===== config.mk =====
export PLATFORM = sky130hd
export DESIGN_NAME = pulse_rate_meter
export DESIGN_NICKNAME = d
export VERILOG_FILES = /design/src/rtl/pulse_rate_meter_pkg.sv /design/src/rtl/pulse_rate_meter_edge_sync.sv /design/src/rtl/pulse_rate_meter.sv
export SDC_FILE = /design/constraint.sdc
export NUM_CORES = 1
export LEC_CHECK = 0
export BUFFER_PORTS_ARGS = -buffer_cell sky130_fd_sc_hd__buf_2
export CAP_MARGIN = 10
export CORE_MARGIN = 2
export CORE_UTILIZATION = 35
export CTS_CLUSTER_DIAMETER = 40
export DETAILED_ROUTE_END_ITERATION = 16
export PLACE_DENSITY = 0.53
export SLEW_MARGIN = 0
export SYNTH_ARGS = -nofsm -noshare
export SYNTH_HDL_FRONTEND = slang
export SYNTH_HIERARCHICAL = 1
export SYNTH_SLANG_ARGS = --single-unit

===== constraint.sdc =====
create_clock -name clk_224hz -period 1.91 [get_ports clk_224hz]
set_input_delay 0.382 -clock clk_224hz [delete_from_list [all_inputs] [get_ports clk_224hz]]
set_output_delay 0.382 -clock clk_224hz [all_outputs]
set_load 0.01 [all_outputs]

===== src/rtl/pulse_rate_meter_pkg.sv =====
// -----------------------------------------------------------------------------
// pulse_rate_meter_pkg
// Shared definitions for the pulse rate meter (receive side of the irrigation
// clock-division chain): FSM state encoding, default window/counter sizing and
// the nominal edge counts expected from the divided lines over one window.
// No ports.
// -----------------------------------------------------------------------------
package pulse_rate_meter_pkg;

  typedef enum logic [1:0] {
    ST_IDLE  = 2'd0,
    ST_GATE  = 2'd1,
    ST_LATCH = 2'd2
  } state_t;

  // 224 cycles of the 224 Hz system clock is a one-second window.
  localparam int GATE_CYCLES_1S = 224;
  localparam int DEF_CNT_W      = 8;

  // Nominal line rates of the divided clocks read back by the meter.
  localparam int SPRINKLER_HZ = 28;
  localparam int FILL_HZ      = 14;
  localparam int DRIP_HZ      = 7;

  // Edge count a line of rate_hz produces over a window of gate_cycles.
  function automatic int expected_count(input int rate_hz, input int gate_cycles);
    return (rate_hz * gate_cycles) / GATE_CYCLES_1S;
  endfunction

  localparam int SPRINKLER_CNT_1S = SPRINKLER_HZ;
  localparam int FILL_CNT_1S      = FILL_HZ;
  localparam int DRIP_CNT_1S      = DRIP_HZ;

endpackage


===== src/rtl/pulse_rate_meter_edge_sync.sv =====
// -----------------------------------------------------------------------------
// pulse_rate_meter_edge_sync
// Brings the asynchronous pulse line into the clk_224hz domain through a
// SYNC_STAGES-deep flop chain, then keeps a one-flop history of the
// synchronized level to detect rising edges.
// Ports:
//   i_clk    system clock (rising edge)
//   i_clear  synchronous active-high clear, zeroes chain and history
//   i_pulse  asynchronous line under measurement
//   o_sync   synchronized level
//   o_rise   synchronized level high while history is low
// -----------------------------------------------------------------------------
module pulse_rate_meter_edge_sync #(
  parameter int SYNC_STAGES = 2
) (
  input  logic i_clk,
  input  logic i_clear,
  input  logic i_pulse,
  output logic o_sync,
  output logic o_rise
);

  logic [SYNC_STAGES-1:0] r_sync;
  logic                   r_hist;

  // History tracks the synchronized level unconditionally, so a line that is
  // already high when a window opens never reads as a fresh edge.
  always_ff @(posedge i_clk) begin
    if (i_clear) begin
      r_sync <= '0;
      r_hist <= 1'b0;
    end else begin
      r_sync <= {r_sync[SYNC_STAGES-2:0], i_pulse};
      r_hist <= r_sync[SYNC_STAGES-1];
    end
  end

  assign o_sync = r_sync[SYNC_STAGES-1];
  assign o_rise = r_sync[SYNC_STAGES-1] & ~r_hist;

endmodule


===== src/rtl/pulse_rate_meter.sv =====
// -----------------------------------------------------------------------------
// pulse_rate_meter
// Counts rising edges of a slow pulse line over a fixed window of GATE_CYCLES
// system clocks, publishes the count with a one-cycle valid strobe and flags
// whether it lies in the programmable [min_count, max_count] band.
// Ports:
//   clk_224hz    system clock (rising edge)
//   clear        synchronous active-high reset, highest priority
//   enable       run/stop request for measurement windows
//   pulse_in     asynchronous line under measurement
//   min_count    inclusive lower band limit, sampled when the result latches
//   max_count    inclusive upper band limit, sampled when the result latches
//   count_out    edge count of the last completed window
//   count_valid  one-cycle strobe with each fresh count_out
//   overflow     last completed window saturated the counter
//   in_range     last completed window was inside the band and not saturated
//   busy         a window is being gated or latched
// -----------------------------------------------------------------------------
module pulse_rate_meter
  import pulse_rate_meter_pkg::*;
#(
  parameter int GATE_CYCLES = GATE_CYCLES_1S,
  parameter int CNT_W       = DEF_CNT_W,
  parameter int SYNC_STAGES = 2
) (
  input  logic             clk_224hz,
  input  logic             clear,
  input  logic             enable,
  input  logic             pulse_in,
  input  logic [CNT_W-1:0] min_count,
  input  logic [CNT_W-1:0] max_count,
  output logic [CNT_W-1:0] count_out,
  output logic             count_valid,
  output logic             overflow,
  output logic             in_range,
  output logic             busy
);

  localparam int               GW        = (GATE_CYCLES > 1) ? $clog2(GATE_CYCLES) : 1;
  localparam logic [GW-1:0]    GATE_LAST = GW'(GATE_CYCLES - 1);
  localparam logic [CNT_W-1:0] CNT_MAX   = '1;

  state_t           r_state;
  state_t           w_state_nxt;
  logic             w_start;
  logic             w_latch;
  logic             w_sync;
  logic             w_rise;
  logic             w_edge;
  logic [GW-1:0]    r_gate_cnt;
  logic [CNT_W-1:0] r_edge_cnt;
  logic             r_ovf;
  logic [CNT_W-1:0] r_count_out;
  logic             r_count_valid;
  logic             r_overflow;
  logic             r_in_range;

  pulse_rate_meter_edge_sync #(
    .SYNC_STAGES (SYNC_STAGES)
  ) u_edge_sync (
    .i_clk   (clk_224hz),
    .i_clear (clear),
    .i_pulse (pulse_in),
    .o_sync  (w_sync),
    .o_rise  (w_rise)
  );

  // Counted edge: synchronized level high, history low, window open.
  assign w_edge = (r_state == ST_GATE) && w_sync && w_rise;

  // State register
  always_ff @(posedge clk_224hz) begin
    if (clear) r_state <= ST_IDLE;
    else       r_state <= w_state_nxt;
  end

  // Next state; w_start re-arms the counters, w_latch publishes the result
  always_comb begin
    w_state_nxt = r_state;
    w_start     = 1'b0;
    w_latch     = 1'b0;
    case (r_state)
      ST_IDLE: begin
        if (enable) begin
          w_state_nxt = ST_GATE;
          w_start     = 1'b1;
        end
      end
      ST_GATE: begin
        // Dropping enable abandons the window silently.
        if (!enable)                     w_state_nxt = ST_IDLE;
        else if (r_gate_cnt == GATE_LAST) w_state_nxt = ST_LATCH;
      end
      ST_LATCH: begin
        w_latch = 1'b1;
        if (enable) begin
          w_state_nxt = ST_GATE;
          w_start     = 1'b1;
        end else begin
          w_state_nxt = ST_IDLE;
        end
      end
      default: w_state_nxt = ST_IDLE;
    endcase
  end

  // Window counters; the edge count sticks at full scale and flags overflow
  always_ff @(posedge clk_224hz) begin
    if (clear || w_start) begin
      r_gate_cnt <= '0;
      r_edge_cnt <= '0;
      r_ovf      <= 1'b0;
    end else if (r_state == ST_GATE) begin
      r_gate_cnt <= r_gate_cnt + 1'b1;
      if (w_edge) begin
        if (r_edge_cnt == CNT_MAX) r_ovf      <= 1'b1;
        else                       r_edge_cnt <= r_edge_cnt + 1'b1;
      end
    end
  end

  // Result registers, loaded only in the LATCH cycle and held otherwise.
  // An inverted band (min > max) can never satisfy both compares.
  always_ff @(posedge clk_224hz) begin
    if (clear) begin
      r_count_out   <= '0;
      r_count_valid <= 1'b0;
      r_overflow    <= 1'b0;
      r_in_range    <= 1'b0;
    end else begin
      r_count_valid <= w_latch;
      if (w_latch) begin
        r_count_out <= r_edge_cnt;
        r_overflow  <= r_ovf;
        r_in_range  <= (min_count <= r_edge_cnt) && (r_edge_cnt <= max_count) && !r_ovf;
      end
    end
  end

  assign count_out   = r_count_out;
  assign count_valid = r_count_valid;
  assign overflow    = r_overflow;
  assign in_range    = r_in_range;
  assign busy        = (r_state == ST_GATE) || (r_state == ST_LATCH);

endmodule


==> reports/qor.log <==
qor: detailed_routing.route.vias.total 1415
qor: floorplan.dieHeight 75.2 um
qor: clocking.clockBufferDepth 2
qor: worst_setup_path.worst_path_dominant_cell_family simple AND/OR/NAND/NOR gates
qor: worst_setup_path.worst-path-buf-inv 1
qor: place.place_hpwl 2.73 mm
qor: timing.maxSlewViolCount 0
qor: detailed_routing.detail_route.drc_violations 0
qor: finish.seq_area 661 um^2
qor: synth.synthFlopType sky130_fd_sc_hd__dfxtp_1
qor: place.placed_cells_incl_taps 298
qor: worst_setup_path.cp_slowest_cell sky130_fd_sc_hd__dfxtp_1
qor: synth.ys_types 37
qor: grt.first_pass_grt_wire_length 5.66 mm
qor: synth.yosysTopAreaCellShare 37.2%
qor: power_and_ir_drop.vdd.ir_drop.worst 0.416 mV
qor: clocking.clkTransAtPathRegs 0.06 ns
qor: grt.maximum_number_of_pins_on_one_net_before_global_route_repair 13
qor: worst_setup_path.required 2.08 ns
qor: power_and_ir_drop.clock_network_fraction_of_design_power 38.9%
qor: worst_setup_path.critPathCaptureType flop
qor: clocking.tritoncts.num_buffers 5
qor: run_status.outcome finished clean
qor: worst_setup_path.critical_path_max_stage_delay 0.34 ns
qor: worst_setup_path.critical_path.cell_chain inv_1, ha_2, and3_1, nand3_1, nor4_1, mux2i_1, nor2_1
qor: power_and_ir_drop.static-leakage-power 0.917 nW
qor: floorplan.die-area 0.00565 mm^2
qor: finish.combined_area_of_the_multi_input_logic_cells 0.00102 mm^2
qor: finish.antenna-diode-count 0
qor: timing.layout_min_cycle_time 1.75 ns
qor: finish.layout_common_cells sky130_fd_sc_hd__dfxtp_1, sky130_fd_sc_hd__buf_2, sky130_fd_sc_hd__nor2_1
qor: grt.grt_pass1_vias 1243
qor: timing.fin_skew 0.00594 ns
qor: run.drv_cap 0
qor: clocking.clock_latency 0.27 ns
qor: finish.area_growth 21.7%
qor: worst_hold_path.hold_path.class primary input to flop
qor: finish.most_common_library_cell_in_the_layout_ignoring_fill_and_taps sky130_fd_sc_hd__dfxtp_1
qor: detailed_routing.routed_wirelength 3.43 mm
qor: clocking.level_count_of_the_clock_h_tree 2
qor: worst_setup_path.critPathLaunch r_state[1]
qor: worst_setup_path.rr_startpoint r_state[1]
qor: clocking.cts_root_buf sky130_fd_sc_hd__clkbuf_8
qor: timing.rsz0062_at_grt false
qor: detailed_routing.wire_per_inst 11.2 um
qor: finish.layout-drive-gt1-share 23.4%
qor: power_and_ir_drop.p_seq_share 48.8%
qor: synth.netlist_area_before_placement 0.00177 mm^2
qor: grt.grt_most_used_layer met1
qor: timing.achievable-frequency 571 MHz
qor: synth.postSynthRegisterBits 33
qor: power_and_ir_drop.p_int 0.00111 W
qor: finish.area_of_all_placed_cells_without_fillers 0.00216 mm^2
qor: worst_setup_path.crit_arrival 1.92 ns
qor: clocking.cts_tree yes
qor: power_and_ir_drop.switching_share_of_total_power 23.8%
qor: synth.synth_top_cell_by_area sky130_fd_sc_hd__dfxtp_1
qor: grt.use_met2 18.7%
qor: timing.hold_viol 0
qor: worst_setup_path.critical_path.max_fanout 9
qor: timing.setup_tns 0 ns
qor: synth.syn_area_per_cell 8.96 um^2
qor: synth.synthesis_warnings 6
qor: timing.worstMarginPinSlew 0.328 ns
qor: timing.timing.final.setup_violations 0
qor: detailed_routing.postRouteAntennaNets 0
qor: floorplan.die_w 75.2 um
qor: place.place_congestion 0.796
qor: synth.top_cells_by_area_synth sky130_fd_sc_hd__dfxtp_1, sky130_fd_sc_hd__ha_1, sky130_fd_sc_hd__mux2i_1
qor: synth.seq_area_frac_synth 37.2%
qor: clocking.cts_setup_buffers 0
qor: synth.synth_enable_flop_cells 0
qor: floorplan.io_pins 32
qor: detailed_routing.firstDrtPassIters 4
qor: synth.async_reset_ff_share 0%
qor: finish.nNetsFinal 280
qor: worst_setup_path.criticalPathCategory flop to flop
qor: place.post_dp_cell_area 0.00205 mm^2
qor: floorplan.placeableCoreArea 0.00482 mm^2
qor: timing.finalCritPeriodShare 91.7%
qor: detailed_routing.routed_via_density 4.62
qor: detailed_routing.detailedRoute.firstIterationViolations 44
qor: synth.syn_inst 198
qor: power_and_ir_drop.power.net_switching 0.000347 W
qor: grt.grt.overflow.total 0
qor: grt.grt_util_met1 19.6%
qor: grt.use_met3 3.48%
qor: worst_hold_path.min_from pulse_in
qor: floorplan.row_count 25
qor: finish.layout.core_utilization 44.8%
qor: finish.final.fill_count 486
qor: synth.synthesis.nets 240
qor: finish.finalNonFillerCells 306
qor: clocking.cts.sink_count 33
qor: power_and_ir_drop.combinationalPowerShare 12.3%
qor: grt.grt_antenna_before_repair 0
qor: place.port_buffers 31
qor: grt.grt_use_total 13.4%
qor: worst_setup_path.timing.critical_path.from_type flop
qor: floorplan.initial_core_util 36.8%
qor: power_and_ir_drop.p_per_area 676 mW/mm^2
qor: timing.maxSlewHeadroom 77.9%
## sequential cells by signal (all words and copies together) (netlist names)
signal and cells:
r_state 2, count_valid 1, count_out 8, r_gate_cnt 8, r_ovf 1, overflow 1, in_range 1, u_edge_sync/r_hist 1
r_edge_cnt 8, u_edge_sync/r_sync 2
## area by class of cell
type | count | share of cell area (%)
Inverter | 20 | 3.48
Multi-Input combinational cell | 140 | 47.1
Tap cell | 67 | 3.88
Sequential cell | 33 | 30.6
Timing Repair Buffer | 38 | 10.2
Clock inverter | 1 | 0.232
Clock buffer | 7 | 4.46
## Yosys cell counts, types with 2 or more instances
master,number
sky130_fd_sc_hd__clkbuf_1,3
sky130_fd_sc_hd__dfxtp_1,33
sky130_fd_sc_hd__ha_1,22
sky130_fd_sc_hd__o22ai_1,2
sky130_fd_sc_hd__nand3_1,5
sky130_fd_sc_hd__mux2i_1,13
sky130_fd_sc_hd__o21ai_0,5
sky130_fd_sc_hd__nor3b_1,2
sky130_fd_sc_hd__nor2_1,26
sky130_fd_sc_hd__o211ai_1,2
sky130_fd_sc_hd__xor2_1,4
sky130_fd_sc_hd__a21oi_1,12
sky130_fd_sc_hd__or3_1,2
sky130_fd_sc_hd__nand4_1,7
sky130_fd_sc_hd__xnor2_1,6
sky130_fd_sc_hd__inv_1,20
sky130_fd_sc_hd__nor3_1,2
sky130_fd_sc_hd__nor2b_1,6
sky130_fd_sc_hd__nand2_1,8
## metrics by stage
step	setup WS, ns	hold slack (ns)	total power [W]
after global placement	0.180	0.422	0.000907
after floorplan	0.355	0.414	0.000848
final	0.158	0.313	0.00146
after global routing	0.0425	0.319	0.00154
after CTS	0.0628	0.305	0.00148
after detailed placement	0.122	0.428	0.000907
## per-layer routing
metal	wire length, um	up-vias
met5	0	-
met4	44	0
met3	132	4
met2	1380	27
met1	1870	621
li1	-	763
## power by group through the flow
stage               clock network, W  logic, W  registers (W)
floorplan                          0  0.000122       0.000726
global placement                   0  0.000180       0.000727
detailed placement                 0  0.000180       0.000727
CTS                         0.000589  0.000181       0.000712
global route                0.000620  0.000207       0.000714
finish                      0.000567  0.000180       0.000712
## path summary, 6_finish.rpt
kind | endpoint | cells after the start | slack [ns]
worst max register to register | r_edge_cnt[6] | 7 | 0.16
worst max-delay path | r_edge_cnt[6] | 7 | 0.16
worst min-delay path | u_edge_sync/r_sync[0] | 2 | 0.31
worst min register to register | u_edge_sync/r_sync[1] | 1 | 0.44
## what timing repair did
item,CTS,global route
hold buffers,0,0
endpoints found under the setup margin,0,2
gates resized for setup,0,1
## logic make-up after synthesis
| family | after synthesis | synth area share (%) |
|---|---|---|
| compound gates | 27 | 9.80 |
| xor+xnor | 10 | 4.94 |
| fa+ha+maj | 22 | 15.5 |
| buf+inv | 25 | 5.57 |
| flops | 33 | 37.2 |
| mux | 13 | 7.33 |
| simple gates | 68 | 19.6 |
No activity file was read; power rests on OpenSTA's default activity.
